## src/rtl/pwm_bank.sv

```systemverilog
// Bank of independent PWM channels with per-channel shadow duty, wrap-aligned updates
// and enable gating. Optional duty ramping is compiled in with `define PWM_BANK_RAMP_EN.
module pwm_bank #(
  parameter int CHANNELS  = 4,
  parameter int SIZE      = 21,
  parameter int PERIOD    = 2000000,
  parameter int STAGGER   = 0,
  parameter int RAMP_STEP = 1000
) (
  input  logic                     clk,
  input  logic                     rst,
  input  logic [CHANNELS*SIZE-1:0] width,
  input  logic [CHANNELS-1:0]      load,
  input  logic [CHANNELS-1:0]      enable,
  output logic [CHANNELS-1:0]      pwm,
  output logic [CHANNELS-1:0]      period_finished,
  output logic [CHANNELS-1:0]      ramping
);

`ifdef PWM_BANK_RAMP_EN
  localparam bit RAMP_EN = 1'b1;
`else
  localparam bit RAMP_EN = 1'b0;
`endif

  localparam logic [SIZE-1:0] PERIOD_V = SIZE'(PERIOD);
  localparam logic [SIZE-1:0] LAST_V   = SIZE'(PERIOD - 1);
  // Without ramping the step limit is unbounded, so active jumps straight to the target.
  localparam logic [SIZE-1:0] STEP_LIM =
    !RAMP_EN ? '1 : ((RAMP_STEP >= (2 ** SIZE)) ? '1 : SIZE'(RAMP_STEP));

  for (genvar g = 0; g < CHANNELS; g++) begin : g_ch
    localparam logic [SIZE-1:0] START = (STAGGER != 0) ? SIZE'(g * (PERIOD / CHANNELS)) : '0;

    logic [SIZE-1:0] cnt_q, cnt_d;
    logic [SIZE-1:0] shadow_q, shadow_d;
    logic [SIZE-1:0] active_q, active_d;
    logic [SIZE-1:0] req, diff;
    logic            run_q, run_d;
    logic            pwm_q, pwm_d;
    logic            pf_q, pf_d;
    logic            wrap;

    always_comb begin
      req = width[g*SIZE +: SIZE];
      if (req > PERIOD_V) req = PERIOD_V;

      wrap  = (cnt_q == LAST_V);
      cnt_d = wrap ? '0 : cnt_q + SIZE'(1);
      pf_d  = wrap;

      // A load landing on the wrap cycle is already visible as the new target here.
      shadow_d = load[g] ? req : shadow_q;

      diff     = '0;
      active_d = active_q;
      if (wrap) begin
        if (shadow_d > active_q) begin
          diff     = shadow_d - active_q;
          active_d = active_q + ((diff > STEP_LIM) ? STEP_LIM : diff);
        end else begin
          diff     = active_q - shadow_d;
          active_d = active_q - ((diff > STEP_LIM) ? STEP_LIM : diff);
        end
      end

      // Disable takes effect immediately; re-enable waits for a period boundary.
      run_d = enable[g] ? (run_q | wrap) : 1'b0;
      pwm_d = run_q & enable[g] & (cnt_q < active_q);
    end

    always_ff @(posedge clk or posedge rst) begin
      if (rst) begin
        cnt_q    <= START;
        shadow_q <= '0;
        active_q <= '0;
        run_q    <= 1'b0;
        pwm_q    <= 1'b0;
        pf_q     <= 1'b0;
      end else begin
        cnt_q    <= cnt_d;
        shadow_q <= shadow_d;
        active_q <= active_d;
        run_q    <= run_d;
        pwm_q    <= pwm_d;
        pf_q     <= pf_d;
      end
    end

    assign pwm[g]             = pwm_q;
    assign period_finished[g] = pf_q;
    assign ramping[g]         = RAMP_EN ? (active_q != shadow_q) : 1'b0;
  end

endmodule
```

## config.mk

```make
export PLATFORM = sky130hd
export DESIGN_NAME = pwm_bank
export DESIGN_NICKNAME = d
export VERILOG_FILES = /design/src/rtl/pwm_bank.sv
export SDC_FILE = /design/constraint.sdc
export NUM_CORES = 1
export LEC_CHECK = 0
export BUFFER_PORTS_ARGS = -buffer_cell sky130_fd_sc_hd__buf_2
export CELL_PAD_IN_SITES_DETAIL_PLACEMENT = 0
export CELL_PAD_IN_SITES_GLOBAL_PLACEMENT = 2
export CORE_MARGIN = 1.5
export CORE_UTILIZATION = 35
export DETAILED_ROUTE_END_ITERATION = 8
export GPL_TIMING_DRIVEN = 1
export PLACE_DENSITY = 0.89
export SETUP_SLACK_MARGIN = 0.4
export SKIP_LAST_GASP = 1
export SLEW_MARGIN = 20
export SYNTH_ARGS = -nofsm -noshare
export SYNTH_HDL_FRONTEND = slang
export SYNTH_SLANG_ARGS = --single-unit
```

## constraint.sdc

```tcl
create_clock -name clk -period 7.4 [get_ports clk]
set_clock_uncertainty 0.05 [all_clocks]
set_input_delay 0.37 -clock clk [delete_from_list [all_inputs] [get_ports clk]]
set_output_delay 0.37 -clock clk [all_outputs]
set_load 0.05 [all_outputs]
```

==> Flow_metrics.wiki <==
{| class="wikitable"
! Metric !! Value
|-
| Worst setup path class || in2reg
|-
| Synth warn || 0
|-
| Synthesis-stage register bit count || 264
|-
| Buffers & Inverters on Critical Path || 2
|-
| Proportion of layout cells with a drive suffix above 1 || around 12%
|-
| EDFF count, synth || 0
|-
| Critical path launch point type || primary input
|-
| Cell with the most instances after synthesis || sky130_fd_sc_hd__nand2_1
|-
| Required arrival time at the worst endpoint || 7.79 ns
|-
| Ranking of synthesized cells by instance count || 333 x sky130_fd_sc_hd__nand2_1, 332 x sky130_fd_sc_hd__ha_1, 312 x sky130_fd_sc_hd__inv_1
|-
| Count of boundary I/O pins || 106
|-
| Leading register cell type out of synthesis || sky130_fd_sc_hd__dfrtp_1
|-
| CTS clk-pin slew, worst paths || 0.06 ns
|-
| Critical path peak fanout || 5
|-
| DRC Markers || 0
|-
| Crit path DAT || 7.04 ns
|-
| Largest area contributor in the netlist || sky130_fd_sc_hd__dfrtp_1
|-
| Seq/Total Area, Yosys || 24.6%
|-
| Final worst-path cycle share || 89.9%
|-
| Port-buffer cells || slightly above 100
|-
| Count of final hold-check violations || 0
|-
| Violation count after the first detailed-route iteration || 1,343
|-
| CTS Sinks || 264
|-
| Standard cell with the maximum stage delay on the critical path || sky130_fd_sc_hd__or4b_2
|-
| Fraction of post-synthesis cell area in the top cell type by area || 24.6%
|-
| First-pass iteration count of the detailed router || 5
|-
| Starting Density || a little over a third
|-
| Number of diodes added for antenna fixing || 0
|-
| Type of the tightest min-delay check || in2reg
|-
| P&R area growth vs syn || 15.1%
|-
| Maximum operating frequency || 150 MHz
|-
| CTS buffer count || 38
|-
| Die extent in y || 280 um
|-
| Final setup violation count || 0
|-
| Unique masters post-synth || 86
|-
| Number of max-slew violations in the final report || 0
|-
| Antenna violations before repair || 0
|-
| HPWL Detailed || between 50,000 and 60,000 um
|-
| Routed WL per cell || roughly 16 um
|-
| Worst skew pair latency || 0.56 ns
|-
| Async S/R FF share, synth || 100%
|-
| Count of max-cap constraint violations || 0
|-
| Ratio of total power to cell area || 168 nW/um2
|-
| Maximum root-to-sink buffer count || 3
|-
| Synth Instances || around 3,400
|-
| Floorplan die area || 78,300 um2
|-
| Minimum period implied by the final worst setup slack || 6.65 ns
|-
| Combined area of all synthesized cells || 26,800 um2
|-
| Via count of the first global-routing pass || 23,100
|-
| Filler Cells Inserted || 7,895
|-
| CTS tree || built
|-
| Total congestion overflow after global routing || 0
|-
| First-pass GRT wire length || 121,000 um
|-
| Vias per cell || between 5 and 6
|-
| Vias || 23,700
|-
| Delay of the slowest critical-path stage || 0.68 ns
|-
| Antenna Nets Post-Route || 0
|-
| Placer congestion estimate || 0.884
|-
| Main area contributors after synthesis || sky130_fd_sc_hd__dfrtp_1 25%, sky130_fd_sc_hd__ha_1 15%, sky130_fd_sc_hd__xnor2_1 5.8%
|-
| Worst slew margin relative to its limit || 46.5%
|-
| CORE AREA || about 76,000 um2
|-
| Critical Path Sink Type || flip-flop
|-
| Die X || 280 um
|-
| Run status || complete, no violations
|-
| Maximum number of pins on one net before global-route repair || 132
|-
| Cell area after layout || slightly above 30,000 um2
|-
| Slew at the pin with the worst max-slew slack || between 0.8 and 0.9 ns
|-
| Buffer type at the clock tree root || sky130_fd_sc_hd__clkbuf_16
|-
| IR drop worst, VDD || ~0.15 mV
|-
| Placed cells || 4,506
|-
| Global-route usage over all layers || 19.0%
|-
| Total leakage power || roughly 15 nW
|-
| Top delay family on crit path || compound AO/OA/AOI/OAI gates
|-
| # nets final || between 3,000 and 4,000
|-
| Cell Count, Final, Fillers Out || 4,590
|-
| Setup repair after global routing missed its margin || yes
|-
| Std-Cell Rows || 101
|-
| Area after detailed placement || 29,200 um2
|-
| Mapped Avg Cell Area || 7.97 um2
|-
| Maximum level of the CTS H-tree || 2
|-
| Final wirelength || 74,600 um
|}
## flip-flops by register name, summed over array words and instances (netlist names)
register,flops
g_ch.active_q,84
g_ch.cnt_q,84
g_ch.pf_q,4
g_ch.pwm_q,4
g_ch.run_q,4
g_ch.shadow_q,84
## per-layer routing
layer | share of wire [%] | GRT usage (%)
met4 | 2.5 | 5.14
met2 | 46 | 31.3
met1 | 49 | 26.1
met3 | 2.9 | 2.13
met5 | 0 | 0
## cells in the final DEF (no fill, tap or decap), drive strengths merged, types with 11 or more instances in the layout
| cell | instances |
|---|---|
| a211oi | 25 |
| a21boi | 20 |
| a21o | 136 |
| a21oi | 210 |
| a31o | 13 |
| a31oi | 35 |
| and2 | 29 |
| and3 | 37 |
| buf | 258 |
| clkbuf | 54 |
| dfrtp | 264 |
| fa | 12 |
| ha | 332 |
| inv | 311 |
| mux2 | 21 |
| mux2i | 31 |
| nand2 | 333 |
| nand2b | 38 |
| nand3 | 91 |
| nand3b | 21 |
| nand4 | 46 |
| nor2 | 201 |
| nor2b | 41 |
| nor3 | 55 |
| nor4 | 23 |
| nor4b | 11 |
| o211ai | 15 |
| o21a | 30 |
| o21ai | 303 |
| o21bai | 18 |
| o22a | 13 |
| o22ai | 12 |
| o31ai | 25 |
| or2 | 17 |
| or3 | 26 |
| xnor2 | 178 |
| xor2 | 116 |
## what timing repair did
action | in CTS | in global routing
buffers inserted | 0 | 9
setup endpoints to repair | 2 | 20
endpoints found under the hold margin | 33 | 0
gates cloned | 0 | 1
pin swaps | 0 | 20
gates resized for setup | 3 | 65
hold buffers | 6 | 0
## layout make-up
type,instances,area (um2),share of cell area (%)
timing repair buffer,264,1810,5.84
sequential,264,6610,21.4
clock buffer,54,1140,3.71
multi-input combinational,2650,18700,60.6
tap,1030,1290,4.17
inverter,314,1180,3.83
clock inverter,14,156,0.506
## power by group
part	total, mW	internal [mW]	switching, mW
logic	1.77	0.764	1.01
clock network	1.93	1.18	0.748
registers	1.50	1.49	0.0110
## path summary, 6_finish.rpt
| kind | start | endpoint | slack [ns] | cells past startpoint |
|---|---|---|---|---|
| worst max-delay path | width[24] | g_ch[1].active_q[20]$_DFFE_PP0P_ | 0.75 | 35 |
| worst min-delay path | enable[2] | g_ch[2].run_q$_DFF_PP0_ | 0.05 | 2 |
| worst max register to register | g_ch[1].active_q[1]$_DFFE_PP0P_ | g_ch[1].active_q[20]$_DFFE_PP0P_ | 1.20 | 26 |
| worst min register to register | g_ch[1].active_q[20]$_DFFE_PP0P_ | g_ch[1].active_q[20]$_DFFE_PP0P_ | 0.42 | 1 |
| max in group asynchronous | rst | g_ch[1].shadow_q[18]$_DFF_PP0_ | 5.16 | 5 |
| min in group asynchronous | rst | g_ch[0].pf_q$_DFF_PP0_ | 0.41 | 3 |
## metrics by stage
| stage | worst slack, ns | utilization [%] | setup TNS (ns) | hold slack [ns] | power (mW) |
|---|---|---|---|---|---|
| floorplan | 0.407 | - | 0 | 0.396 | 2.82 |
| global placement | -0.156 | 38.5 | -0.265 | 0.411 | 3.25 |
| detailed placement | -0.294 | 38.5 | -0.488 | 0.415 | 3.25 |
| CTS | 0.407 | 40.3 | 0 | 0.00969 | 5.24 |
| global route | 0.372 | 40.7 | 0 | 0.0225 | 5.56 |
| finish | 0.750 | 40.7 | 0 | 0.0479 | 5.20 |
## kinds of logic (layout without fill, tap and decap cells)
logic type / after synthesis / count (layout) / synth area share, %
and+or+nand+nor: 997 / 997 / 18.1
muxes: 52 / 52 / 2.04
DFF: 264 / 264 / 24.6
buffers and inverters: 456 / 646 / 6.64
xor gates and xnor gates: 294 / 294 / 9.60
adders and majority gates: 344 / 344 / 16.4
other: 1 / 4 / 0.0140
AOI/OAI and AO/OA: 958 / 959 / 22.6
No activity file was read; power rests on OpenSTA's default activity.
